$ cat config.mk
export PLATFORM = sky130hd
export DESIGN_NAME = sw_mode_sequencer
export DESIGN_NICKNAME = d
export VERILOG_FILES = /design/src/rtl/sw_mode_sequencer.sv
export SDC_FILE = /design/constraint.sdc
export NUM_CORES = 1
export LEC_CHECK = 0
export ABC_AREA = 1
export CAP_MARGIN = 20
export CORE_MARGIN = 3
export CORE_UTILIZATION = 59
export CTS_CLUSTER_SIZE = 16
export DETAILED_ROUTE_END_ITERATION = 10
export GPL_TIMING_DRIVEN = 1
export PLACE_DENSITY_LB_ADDON = 0.12
export SYNTH_ARGS = -nofsm -noshare
export SYNTH_HDL_FRONTEND = slang
export SYNTH_SLANG_ARGS = --single-unit
$ cat constraint.sdc
create_clock -name clk -period 1.95 [get_ports clk]
set_clock_uncertainty 0.05 [all_clocks]
set_input_delay 0.39 -clock clk [delete_from_list [all_inputs] [get_ports clk]]
set_output_delay 0.39 -clock clk [all_outputs]
set_load 0.02 [all_outputs]
$ cat src/rtl/sw_mode_sequencer.sv
// sw_mode_sequencer: debounces SW[1:0] into a run mode and drives a prescaled toggle/pattern output
// Ports: clk, rst (sync, active high); SW raw switches (async); out registered waveform;
//        mode committed mode (0 off, 1 slow toggle, 2 fast toggle, 3 pattern);
//        tick one-cycle prescaler wrap pulse; busy high while debouncing or in SWITCH.
// Optional: define SEQ_STATUS_EN to add tick_count[7:0], saturating ticks since the last SWITCH.
module sw_mode_sequencer #(
  parameter int DEB_CYCLES = 4,
  parameter int DIV_SLOW = 8,
  parameter int DIV_FAST = 2,
  parameter logic [7:0] PATTERN = 8'hB2
) (
  input  logic       clk,
  input  logic       rst,
  input  logic [1:0] SW,
  output logic       out,
  output logic [1:0] mode,
  output logic       tick,
  output logic       busy
`ifdef SEQ_STATUS_EN
  ,output logic [7:0] tick_count
`endif
);
  localparam int CW = $clog2(DEB_CYCLES + 1);
  localparam int DMAX = DIV_SLOW > DIV_FAST ? DIV_SLOW : DIV_FAST;
  localparam int PW = $clog2(DMAX);
  typedef enum logic [1:0] {IDLE, SWITCH, RUN} state_t;
  state_t state_q, state_d;
  logic [1:0] s1_q, sw_s_q, cand_q, cand_d, mode_q, mode_d;
  logic [CW-1:0] cnt_q, cnt_d;
  logic [PW-1:0] pre_q, pre_d, div_m1;
  logic [2:0] idx_q, idx_d;
  logic out_q, out_d, commit, run;
`ifdef SEQ_STATUS_EN
  logic [7:0] tc_q, tc_d;
  assign tick_count = tc_q;
`endif
  // a value that differs from the committed mode must hold for DEB_CYCLES counts before it commits
  assign commit = cnt_q == CW'(DEB_CYCLES) && sw_s_q == cand_q && sw_s_q != mode_q;
  assign cand_d = (sw_s_q != mode_q && sw_s_q != cand_q) ? sw_s_q : cand_q;
  assign cnt_d = (sw_s_q == mode_q || commit) ? '0 : sw_s_q != cand_q ? CW'(1) : cnt_q + CW'(1);
  assign mode_d = commit ? cand_q : mode_q;
  assign mode = mode_q;
  assign out = out_q;
  always_ff @(posedge clk)
    state_q <= rst ? IDLE : state_d;
  always_comb
    state_d = commit ? SWITCH : state_q == SWITCH ? (mode_q == 2'd0 ? IDLE : RUN) : state_q;
  // a commit forces SWITCH, so it also discards any output update from a coincident tick
  always_comb begin
    run = state_q == RUN;
    div_m1 = mode_q == 2'd1 ? PW'(DIV_SLOW - 1) : PW'(DIV_FAST - 1);
    tick = run && pre_q == div_m1;
    busy = cnt_q != '0 || state_q == SWITCH;
    pre_d = (commit || !run || tick) ? '0 : pre_q + PW'(1);
    idx_d = (commit || !run) ? 3'd0 : (tick && mode_q == 2'd3) ? idx_q + 3'd1 : idx_q;
    out_d = (commit || !run) ? 1'b0 : !tick ? out_q : mode_q == 2'd3 ? PATTERN[idx_q] : ~out_q;
`ifdef SEQ_STATUS_EN
    tc_d = (commit || !run) ? 8'd0 : (tick && tc_q != 8'hFF) ? tc_q + 8'd1 : tc_q;
`endif
  end
  always_ff @(posedge clk) begin
    if (rst) begin
      s1_q <= '0;
      sw_s_q <= '0;
      cand_q <= '0;
      cnt_q <= '0;
      mode_q <= '0;
      pre_q <= '0;
      idx_q <= '0;
      out_q <= 1'b0;
`ifdef SEQ_STATUS_EN
      tc_q <= '0;
`endif
    end else begin
      s1_q <= SW;
      sw_s_q <= s1_q;
      cand_q <= cand_d;
      cnt_q <= cnt_d;
      mode_q <= mode_d;
      pre_q <= pre_d;
      idx_q <= idx_d;
      out_q <= out_d;
`ifdef SEQ_STATUS_EN
      tc_q <= tc_d;
`endif
    end
  end
endmodule

==> run summary, run 1 <==
Static timing analysis puts the maximum clock frequency at 545 MHz. Across the run, the number of max-cap violations was 0. The xor/xnor share of the synthesized area works out to 0.0260. The total grt overflow came out at 0. In this run the static leakage power is 0.523 nW. The worst hold path belongs to the class reg2reg.

Data on the critical path arrives at its endpoint at 1.40 ns. Counting every net in the synthesized netlist gives 145. The slowest stage of the critical path belongs to the cell clkdlybuf4s50_1.

Setup repair after global routing left no endpoint under its margin. Before antenna repair, the detailed router went through 4 iterations. The number of standard cells in the layout, taps in and fillers out is 167, and the highest net fanout along the worst path is 4. After routing, the total negative slack on setup checks comes to 0 ns. The post-layout minimum cycle time is 1.84 ns, and the number of DRC markers in iteration 0 is 14. Proportion of power drawn by the clock network: 0.312.

The endpoint identified for the worst register-to-register timing path is pre_q[0]$_SDFF_PP0_. The synthesized netlist contains 21 unique library cells. The number of warnings issued by yosys was 0; the post-synthesis to final-layout area growth was 13.1%. The count of pins over their slew limit was 0; the arithmetic-cell share of the synthesized area counting full adders, half adders and majority gates was 0.0495.

The total number of H-tree levels came out at 1. By area the synthesized netlist is led by dfxtp_1 42%, nand2_1 11%, inv_1 10%, ha_1 5.0%, nor2_1 4.8%. The number of cells on the worst reg-to-reg path is 9.

The startpoint identified for the worst hold timing path is s1_q[0]$_SDFF_PP0_. The run gives 1.51 ns as the required time of the worst setup path. The post-route clock period utilization is 0.941. The run finished with clean final reports. The worst-case IR drop observed on VDD is 0.474 mV. For this design the ratio of total power to cell area is 605 nW/um2.

The maximum number of buffers from clock root to sink came out at 2. The logs give 0 for the hold-fix buffer count after cts and 160 for the final net count. For flop-to-flop paths, the worst setup slack is 0.44 ns. The sequential power share was 0.633. The fraction of layout cells with a size suffix above 1 works out to 0.132. For this block, the routed nets add up to 1750 um of wire.

The later-pin clock latency in the skew report is 0.31 ns. The width of the chip was 47.4 um. The maximum number of pins on one net before global-route repair is 12, and the number of hold violations in the final report is 0.

The internal power of the cells totals 532 uW. The height of the die works out to 47.4 um. Row generation in the floorplan step produced 14 rows. Summed over all nets, the switching power comes to 160 uW.

Dividing the detail-routed wire length by the instance count gives 10.5 um. The net switching fraction of the power was 0.232; the number of stages on the worst hold path was 2. The repair_antennas step left the layout with diodes totalling 0. The tools report the end of the worst hold path as sw_s_q[0]$_SDFF_PP0_.

Detailed placement finished with a half-perimeter wire length of 1370 um. The critical path goes through buf_4 > clkdlybuf4s50_1. The tools report the worst slew margin relative to its limit as 0.763. After synthesis, the largest family of logic cells by area is simple AND/OR/NAND/NOR gates. In this run the critical register-to-register path is launched from cnt_q[0]$_SDFF_PP0_. Element type at the critical path end: a primary output. The initial antenna violation count is 0, and the transition time of the tightest slew-check pin is 0.354 ns.

The placed cell count is 163, and the cell count after synthesis is 137. The run gives 0.648 as the initial core utilization. Critical path launch point type: a flop. The core area is 1560 um2. The cell area that synthesis handed to floorplanning was 1010 um2. The overall via count from detail_route was 828. The first global-routing pass estimated 2920 um of wire. The area fraction in and, or, nand and nor cells after synthesis is 0.309, and the average vias per placed instance is 4.96. The boundary pin count was 9; the number of buffers added on ports was 8. The largest single stage delay on the critical path is 0.59 ns. At the end of routability-driven placement, the weighted congestion stood at 0.784.

The root cell of the clock tree was clkbuf_4. The share of the synthesized area in compound gates (AO/OA/AOI/OAI) was 0.0767. The via count of the first global-routing pass was 730; the sequential share of the synthesized area was 0.416. The logs give 0.734 for the utilization after layout and 0.188 for the global router's overall resource usage. Number of nets with antenna violations after routing: 0. The tools report the clock sink count as 21. TritonCTS built the clock tree. Type of the setup path with the least slack: reg2out. The biggest area contributor in the post-synthesis netlist is dfxtp_1.

The number of buffers added by the clock tree synthesis step came out at 3. The fraction of synthesized cell area taken by the top area cell type works out to 0.416. For the share of power burned in combinational logic, the log shows 0.055. The run gives 0 as the remaining routing DRC violations. Flip-flop and latch count after synthesis: 21. After clock tree synthesis, the clock-pin slew on the worst setup and hold paths is 0.12 ns. The portion of netlist area occupied by mux cells came out at 0. The number of setup violations in the final report was 0. For the area of the die, the log shows 2250 um2. The average footprint of a synthesized cell came out at 7.38 um2.
==> state kept, by name, indices dropped and copies added, names as in the netlist, named ones only <==
register,flops
idx_q,3
out,1
state_q,2
s1_q,2
cand_q,2
pre_q,3
mode,2
sw_s_q,2
cnt_q,3
==> worst max-delay path, delay by kind of cell (launching register included) <==
family   cells  cell delay (ns)
flops        1             0.36
buf+inv      2             0.72
==> power by group through the flow <==
stage          clock [mW]  sequential [mW]  combinational [mW]
5_1_grt             0.232            0.439              0.0428
4_1_cts             0.218            0.438              0.0382
3_3_place_gp            0            0.448              0.0381
6_report            0.216            0.438              0.0381
2_1_floorplan           0            0.447              0.0268
3_5_place_dp            0            0.448              0.0390
==> metal layers <==
| layer | GRT usage | up-vias | part of all wire |
|---|---|---|---|
| met5 | 0 | - | 0 |
| met3 | 0.0498 | 5 | 0.037 |
| met2 | 0.270 | 12 | 0.43 |
| met4 | 0.110 | 0 | 0.023 |
| met1 | 0.249 | 364 | 0.50 |
| li1 | - | 447 | - |
==> synth_stat cells, drive strengths merged <==
library cell  instances
a211oi                1
a21oi                 5
and2                  1
buf                   1
dfxtp                21
ha                    4
inv                  30
nand2                34
nand3                 7
nand4                 4
nor2                 17
nor3                  1
o211ai                2
o21ai                 6
xnor2                 3
==> layout make-up <==
cell class                 count  area, um2
fill                         120        415
tap                           16       20.0
timing repair buffer          11       96.3
sequential                    21        422
clock buffer                   4       26.3
multi-input combinational     85        467
inverter                      30        113
==> how the worst max path moves through the flow <==
stage,from,end
finish,mode[1]$_SDFFE_PP0P_,mode[1]
global route,state_q[0]$_SDFFE_PP0P_,tick
CTS,state_q[1]$_SDFFE_PP0P_,tick
detailed placement,state_q[0]$_SDFFE_PP0P_,tick
global placement,mode[0]$_SDFFE_PP0P_,tick
floorplan,mode[0]$_SDFFE_PP0P_,tick
==> kinds of logic after synthesis <==
family | Yosys count
AOI/OAI and AO/OA | 14
xor gates and xnor gates | 3
adders and majority gates | 4
buffers and inverters | 31
DFF | 21
and+or+nand+nor | 64
==> per-stage QoR <==
stage / hold slack [ns] / instance area (um2) / setup slack, ns / power, mW
after floorplan: 0.338 / 1010 / 0.512 / 0.474
after global placement: 0.343 / 1120 / 0.126 / 0.486
after detailed placement: 0.345 / 1120 / 0.0784 / 0.487
after CTS: 0.364 / 1150 / 0.0131 / 0.695
after global routing: 0.378 / 1140 / 0.0289 / 0.714
final: 0.362 / 1140 / 0.115 / 0.692
==> cell usage in the layout (no fill, tap or decap) <==
cell,netlist,routed
a211oi_1,1,1
a21oi_1,5,5
and2_1,1,1
buf_4,0,3
clkbuf_1,0,1
clkbuf_2,0,1
clkbuf_4,0,3
clkdlybuf4s50_1,0,6
dfxtp_1,21,20
dfxtp_2,0,1
dlygate4sd2_1,0,1
ha_1,4,4
inv_1,27,27
inv_2,3,3
nand2_1,30,30
nand2_2,2,2
nand2_4,2,2
nand3_1,6,6
nand3_2,1,1
nand4_1,4,4
nor2_1,13,13
nor2_2,1,1
nor2_4,3,3
nor3_1,1,1
o211ai_1,2,2
o21ai_0,6,6
xnor2_1,3,3
==> what timing repair did <==
action,CTS,global route
setup buffers,0,0
hold endpoints to repair,0,0
resized for setup,4,1
setup endpoints to repair,2,1
Note: power is estimated with default switching activity, not from simulation.
==> run 2, diff against run 1 <==
--- a/config.mk
+++ b/config.mk
@@ -11,7 +11,7 @@
 export CORE_UTILIZATION = 59
 export CTS_CLUSTER_SIZE = 16
 export DETAILED_ROUTE_END_ITERATION = 10
-export GPL_TIMING_DRIVEN = 1
+export GPL_TIMING_DRIVEN = 0
 export PLACE_DENSITY_LB_ADDON = 0.12
 export SYNTH_ARGS = -nofsm -noshare
 export SYNTH_HDL_FRONTEND = slang
==> run summary, run 2 (same netlist as run 1, synthesis figures left out) <==
The flow ran to the end, and the final reports show no timing, DRC or antenna violations. Clock-pin slew was measured on the worst setup and hold paths at 0.11 ns. The total number of H-tree levels was 1; the area of the die was 2250 um2. The type of the setup path with the least slack was reg2out. The later-pin clock latency in the skew report was 0.30 ns.

The routed design has 1720 um of wire. The total cell area at the placement stage was 1100 um2; the global router's overall resource usage was 0.189. Number of detailed-routing iterations run before antenna repair: 4.

The critical path launch point type was a flop. The tools report the root cell of the clock tree as clkbuf_4. Summed over all cells, the static leakage comes to 0.510 nW. The worst hold path belongs to the class in2reg. The tools report the worst slew margin relative to its limit as 0.795. In the routed design, unresolved DRC markers number 0. Along the worst path, the maximum fanout reaches 3. The number of buffers added by the clock tree synthesis step came out at 3. The tools report the number of fillers in the final layout as 138. The largest single stage delay on the critical path is 0.38 ns. The via count of the first global-routing pass was 727. The first global-routing pass estimated 3000 um of wire.

IR analysis of the VDD net gives a maximum drop of 0.516 mV. The mean routed wirelength per cell came out at 10.5 um. The cell with the largest stage delay on the worst path was dfxtp_1. The post-synthesis to final-layout area growth works out to 11.0%. Utilization after layout: 0.720. The combined area of the multi-input logic cells was 467 um2. Initial antenna violation count: 0. The required time of the worst setup path is 1.51 ns.

The minimum setup slack among reg-to-reg paths was 0.45 ns. The library cells used most frequently in the layout, excluding fill and tap cells, are 30 x nand2_1, 27 x inv_1, 20 x dfxtp_1. The worst setup path is captured at a primary output. The number of nets with antenna violations after routing is 0, and the post-route clock period utilization is 0.939. The count of pins over their slew limit is 0, and the clock sink count is 21. For the pin with the worst max-slew slack, the measured transition is 0.307 ns.

After legalization and detailed placement, the total HPWL measured 1350 um. Dividing the detail-routed via count by the number of cells gives 5.04. Setup violations remaining at the end of the flow were counted as 0. The completed layout was analyzed and its total power is 682 uW. Setup repair after global routing left no endpoint under its margin.

In this run the core area contains 14 standard-cell rows. Across the run, the number of max-cap violations was 0. 9 I/O pins were placed.

The floorplan step set the die height to 47.4 um. The initial core utilization was 0.648. Number of DRC markers in iteration 0: 8. The areal power density over the cells is 608 nW/um2. In this run the horizontal extent of the chip is 47.4 um. In the final layout, the registers with the most flip-flops are cnt_q (3), idx_q (3), pre_q (3). The final net count is 157. The maximum number of buffers from clock root to sink is 2, and the number of buffers added on ports is 7. The routed layout has 826 vias. Core area: 1560 um2.

The fraction of layout cells with a size suffix above 1 works out to 0.122. Derived from the worst setup path, the maximum achievable clock frequency is 546 MHz. The number of hold violations in the final report came out at 0. The run gives 0 as the final antenna diode count.

TritonCTS built the clock tree. The post-layout minimum cycle time was 1.83 ns; the post-route standard cell area excluding fillers was 1120 um2. The register cell area after layout is 422 um2, and the final-layout worst hold slack is 0.215 ns. Entering global routing, the biggest net connects 12 pins. Leaving out fill and tap cells, the most frequent cell in the layout is nand2_1. Routability-driven placement finished with a final weighted congestion of 0.808. Data arrives at the worst endpoint at 1.39 ns. The total overflow left after global routing is 0. The run gives 0 ns as the setup TNS.

The critical path goes through inv_1 > ha_1 > o211ai_1 > dlygate4sd2_1.
==> run 2: cell types whose count changed in the layout (fill, tap and decap cells not counted) <==
cell	before	now
buf_4	3	0
buf_6	0	1
clkdlybuf4s50_1	6	5
==> run 2: per-stage QoR <==
stage,std cells,setup slack (ns)
global route,164,0.0132
finish,164,0.119
floorplan,137,0.512
CTS,164,0.0255
detailed placement,160,0.0463
global placement,160,0.0656
==> run 2: metal layers <==
layer	track usage	routed length, um
met1	0.258	871
met2	0.294	758
met3	0.0383	61
met4	0.0663	23
met5	0	0
==> run 2: what timing repair did <==
| item | CTS | global route |
|---|---|---|
| setup endpoints to repair | 2 | 1 |
| pin swaps | 0 | 0 |
| gates resized for setup | 4 | 1 |
| hold endpoints to repair | 0 | 0 |
| setup buffers | 0 | 0 |
| hold buffers | 0 | 0 |
==> run 2: worst paths after layout <==
check,endpoint,cells past startpoint,from
worst max-delay path,busy,4,cnt_q[0]$_SDFF_PP0_
worst min-delay path,s1_q[0]$_SDFF_PP0_,2,rst
worst max register to register,flop,10,cnt_q[0]$_SDFF_PP0_
worst min register to register,sw_s_q[1]$_SDFF_PP0_,2,s1_q[1]$_SDFF_PP0_
==> run 2: power breakdown <==
part	total [mW]	switching, mW	internal (mW)
clock	0.207	0.128	0.0796
sequential	0.438	0.00362	0.435
combinational	0.0370	0.0210	0.0159
==> run 2: cell type report <==
type,instances,area share
plain buffers,1,0.0100
clock buffers,4,0.0234
inverters,30,0.100
multi-input cells,85,0.416
flip-flops and latches,21,0.376
well taps,16,0.0178
repair buffers,7,0.0569
==> run 2: worst max-delay path, delay by kind of cell, from the launching register on <==
kind | cells | cell delay (ns)
buffers and inverters | 2 | 0.41
DFF | 1 | 0.38
adders and majority gates | 1 | 0.21
AOI/OAI and AO/OA | 1 | 0.08
==> run 3, diff against run 2 <==
--- a/config.mk
+++ b/config.mk
@@ -8,7 +8,7 @@
 export ABC_AREA = 1
 export CAP_MARGIN = 20
 export CORE_MARGIN = 3
-export CORE_UTILIZATION = 59
+export CORE_UTILIZATION = 30
 export CTS_CLUSTER_SIZE = 16
 export DETAILED_ROUTE_END_ITERATION = 10
 export GPL_TIMING_DRIVEN = 0
==> run summary, run 3 (same netlist as run 1, synthesis figures left out) <==
After routing, the total negative slack on setup checks comes to 0 ns. The tools report the total number of H-tree levels as 1. The logs give 0.800 for the worst slew margin relative to its limit and 158 for the final net count. The number of nets with antenna violations after routing is 0, and the sum of internal, switching and leakage power is 685 uW. STA classifies the critical path startpoint as a flop.

Number of hold violations in the final report: 0. Total grt overflow: 0. The signal on the critical path passes through inv_1 > nand2_1 > nor2_4 > nand3_1 > inv_1 > clkdlybuf4s15_2. Height of the die: 64.1 um. The number of buffers added on ports was 7; the row count was 20. The logs give 0 for the initial antenna violation count and 0.215 ns for the final-layout worst hold slack. The final routed wirelength across all metal layers was 1690 um.

The placed cell count came out at 188. STA classifies the critical path endpoint as a primary output. Leaving out fill and tap cells, the most frequent cells in the layout are 29 x nand2_1, 27 x inv_1, 18 x dfxtp_1. Data on the critical path is required at its endpoint by 1.51 ns.

Setup violations remaining at the end of the flow were counted as 0. In this run the worst path has a maximum fanout of 3. Setup repair after global routing left no endpoint under its margin. Number of DRC markers in iteration 0: 21. In the final layout, the registers with the most flip-flops are cnt_q (3), idx_q (3), pre_q (3). Entering global routing, the biggest net connects 12 pins. The initial core utilization was 0.323; the area of the die was 4100 um2. For this run, design rule violations remaining after detail routing come to 0. By startpoint and endpoint, the worst setup path is classified as reg2out.

The fraction of layout cells with a size suffix above 1 was 0.148; the via count of the first global-routing pass was 702. Measured along the x axis, the die boundary spans 64.1 um. The run gives 4 as the number of detailed-routing iterations run before antenna repair. The number of standard cells in the layout, taps in and fillers out was 193; the mean routed wirelength per cell was 8.75 um. TritonCTS built the clock tree. The cell repeated most along the worst path is inv_1. The global router's overall resource usage is 0.0885, and the transition time of the tightest slew-check pin is 0.299 ns. For the core area, the log shows 3130 um2. The tools report the later-pin clock latency in the skew report as 0.30 ns.

The average vias per placed instance came out at 4.11. The cell with the largest stage delay on the worst path was dfxtp_1. The post-synthesis to final-layout area growth is 16.3%, and the largest vdd supply drop is 0.358 mV.

The largest single stage delay on the critical path is 0.34 ns. The hold-fix buffer count after cts was 0; the clock sink count was 21. The analysis attributes to cell leakage a power of 0.516 nW.

In this run the count of I/O pins placed on the die edge is 9. Registers take 424 um2. The first global-routing pass estimated 2880 um of wire. The run gives 0.776 as the global placement routability congestion.

Data on the critical path arrives at its endpoint at 1.40 ns. After layout, the minimum clock period comes to 1.84 ns. Across the run, the number of max-cap violations was 0. The multi-input combinational cells in the finished layout cover a total of 469 um2. The flow ran to the end, and the final reports show no timing, DRC or antenna violations. The number of antenna diodes in the final layout is 0. The post-route clock period utilization works out to 0.944. For this run, the top clock speed supported by timing is 543 MHz.

The clock edge transition at the registers on the reported setup and hold paths is 0.12 ns. The logs give 0 for the count of pins over their slew limit and 2 for the maximum number of buffers from clock root to sink. The root cell of the clock tree is clkbuf_4. The tools report the overall via count from detail_route as 794. The min-delay analysis places its worst path in the category in2reg. After filler insertion, the fill cell instance count of the layout stands at 343. For the placed wire-length estimate after detailed placement, the log shows 1350 um.

The areal power density over the cells is 582 nW/um2, and the number of buffers added by the clock tree synthesis step is 3. The library cell used most frequently in the layout, excluding fill and tap cells, is nand2_1. The utilization after layout was 0.376.
-- run 3: cell types whose count changed in the layout (fill, tap and decap cells not counted), sizes merged --
cell           delta
clkbuf            -1
clkdlybuf4s15     +1
buf               +1
-- run 3: what timing repair did --
action,CTS,global route
buffers inserted,0,1
hold endpoints to repair,0,0
pin swaps,0,1
setup endpoints to repair,2,1
gates resized for setup,5,3
-- run 3: power breakdown --
group	switching (mW)	internal, mW
sequential	0.00331	0.435
combinational	0.0204	0.0159
clock	0.131	0.0795
total	0.154	0.530
-- run 3: through the flow --
stage / setup slack (ns) / cell area (um2)
CTS: 0.0367 / 1160
global route: 0.000748 / 1180
finish: 0.108 / 1180
global placement: 0.0537 / 1140
floorplan: 0.512 / 1010
detailed placement: 0.0317 / 1140
-- run 3: metal layers --
| metal | routed length (um) | GRT usage |
|---|---|---|
| met1 | 869 | 0.110 |
| met2 | 742 | 0.145 |
| met3 | 59 | 0.0193 |
| met4 | 18 | 0.0404 |
| met5 | 0 | 0 |
-- run 3: path summary, 6_finish.rpt --
| kind | from | endpoint | slack [ns] | cells past startpoint |
|---|---|---|---|---|
| worst max-delay path | state_q[0]$_SDFFE_PP0P_ | tick | 0.11 | 6 |
| worst min-delay path | rst | sw_s_q[1]$_SDFF_PP0_ | 0.21 | 2 |
| worst max register to register | cnt_q[0]$_SDFF_PP0_ | pre_q[0]$_SDFF_PP0_ | 0.48 | 9 |
| worst min register to register | s1_q[0]$_SDFF_PP0_ | sw_s_q[0]$_SDFF_PP0_ | 0.36 | 2 |
-- run 3: worst max-delay path: cells and delay by family (launching register included) --
family	cells	cell delay [ns]
buf+inv	3	0.42
simple gates	3	0.35
flops	1	0.34
-- run 3: area by class of cell --
cell class / count / area share
plain buffers: 1 / 0.00957
inverters: 30 / 0.0957
repair buffers: 8 / 0.0660
flip-flops and latches: 21 / 0.361
multi-input cells: 85 / 0.399
well taps: 44 / 0.0468
clock buffers: 4 / 0.0223
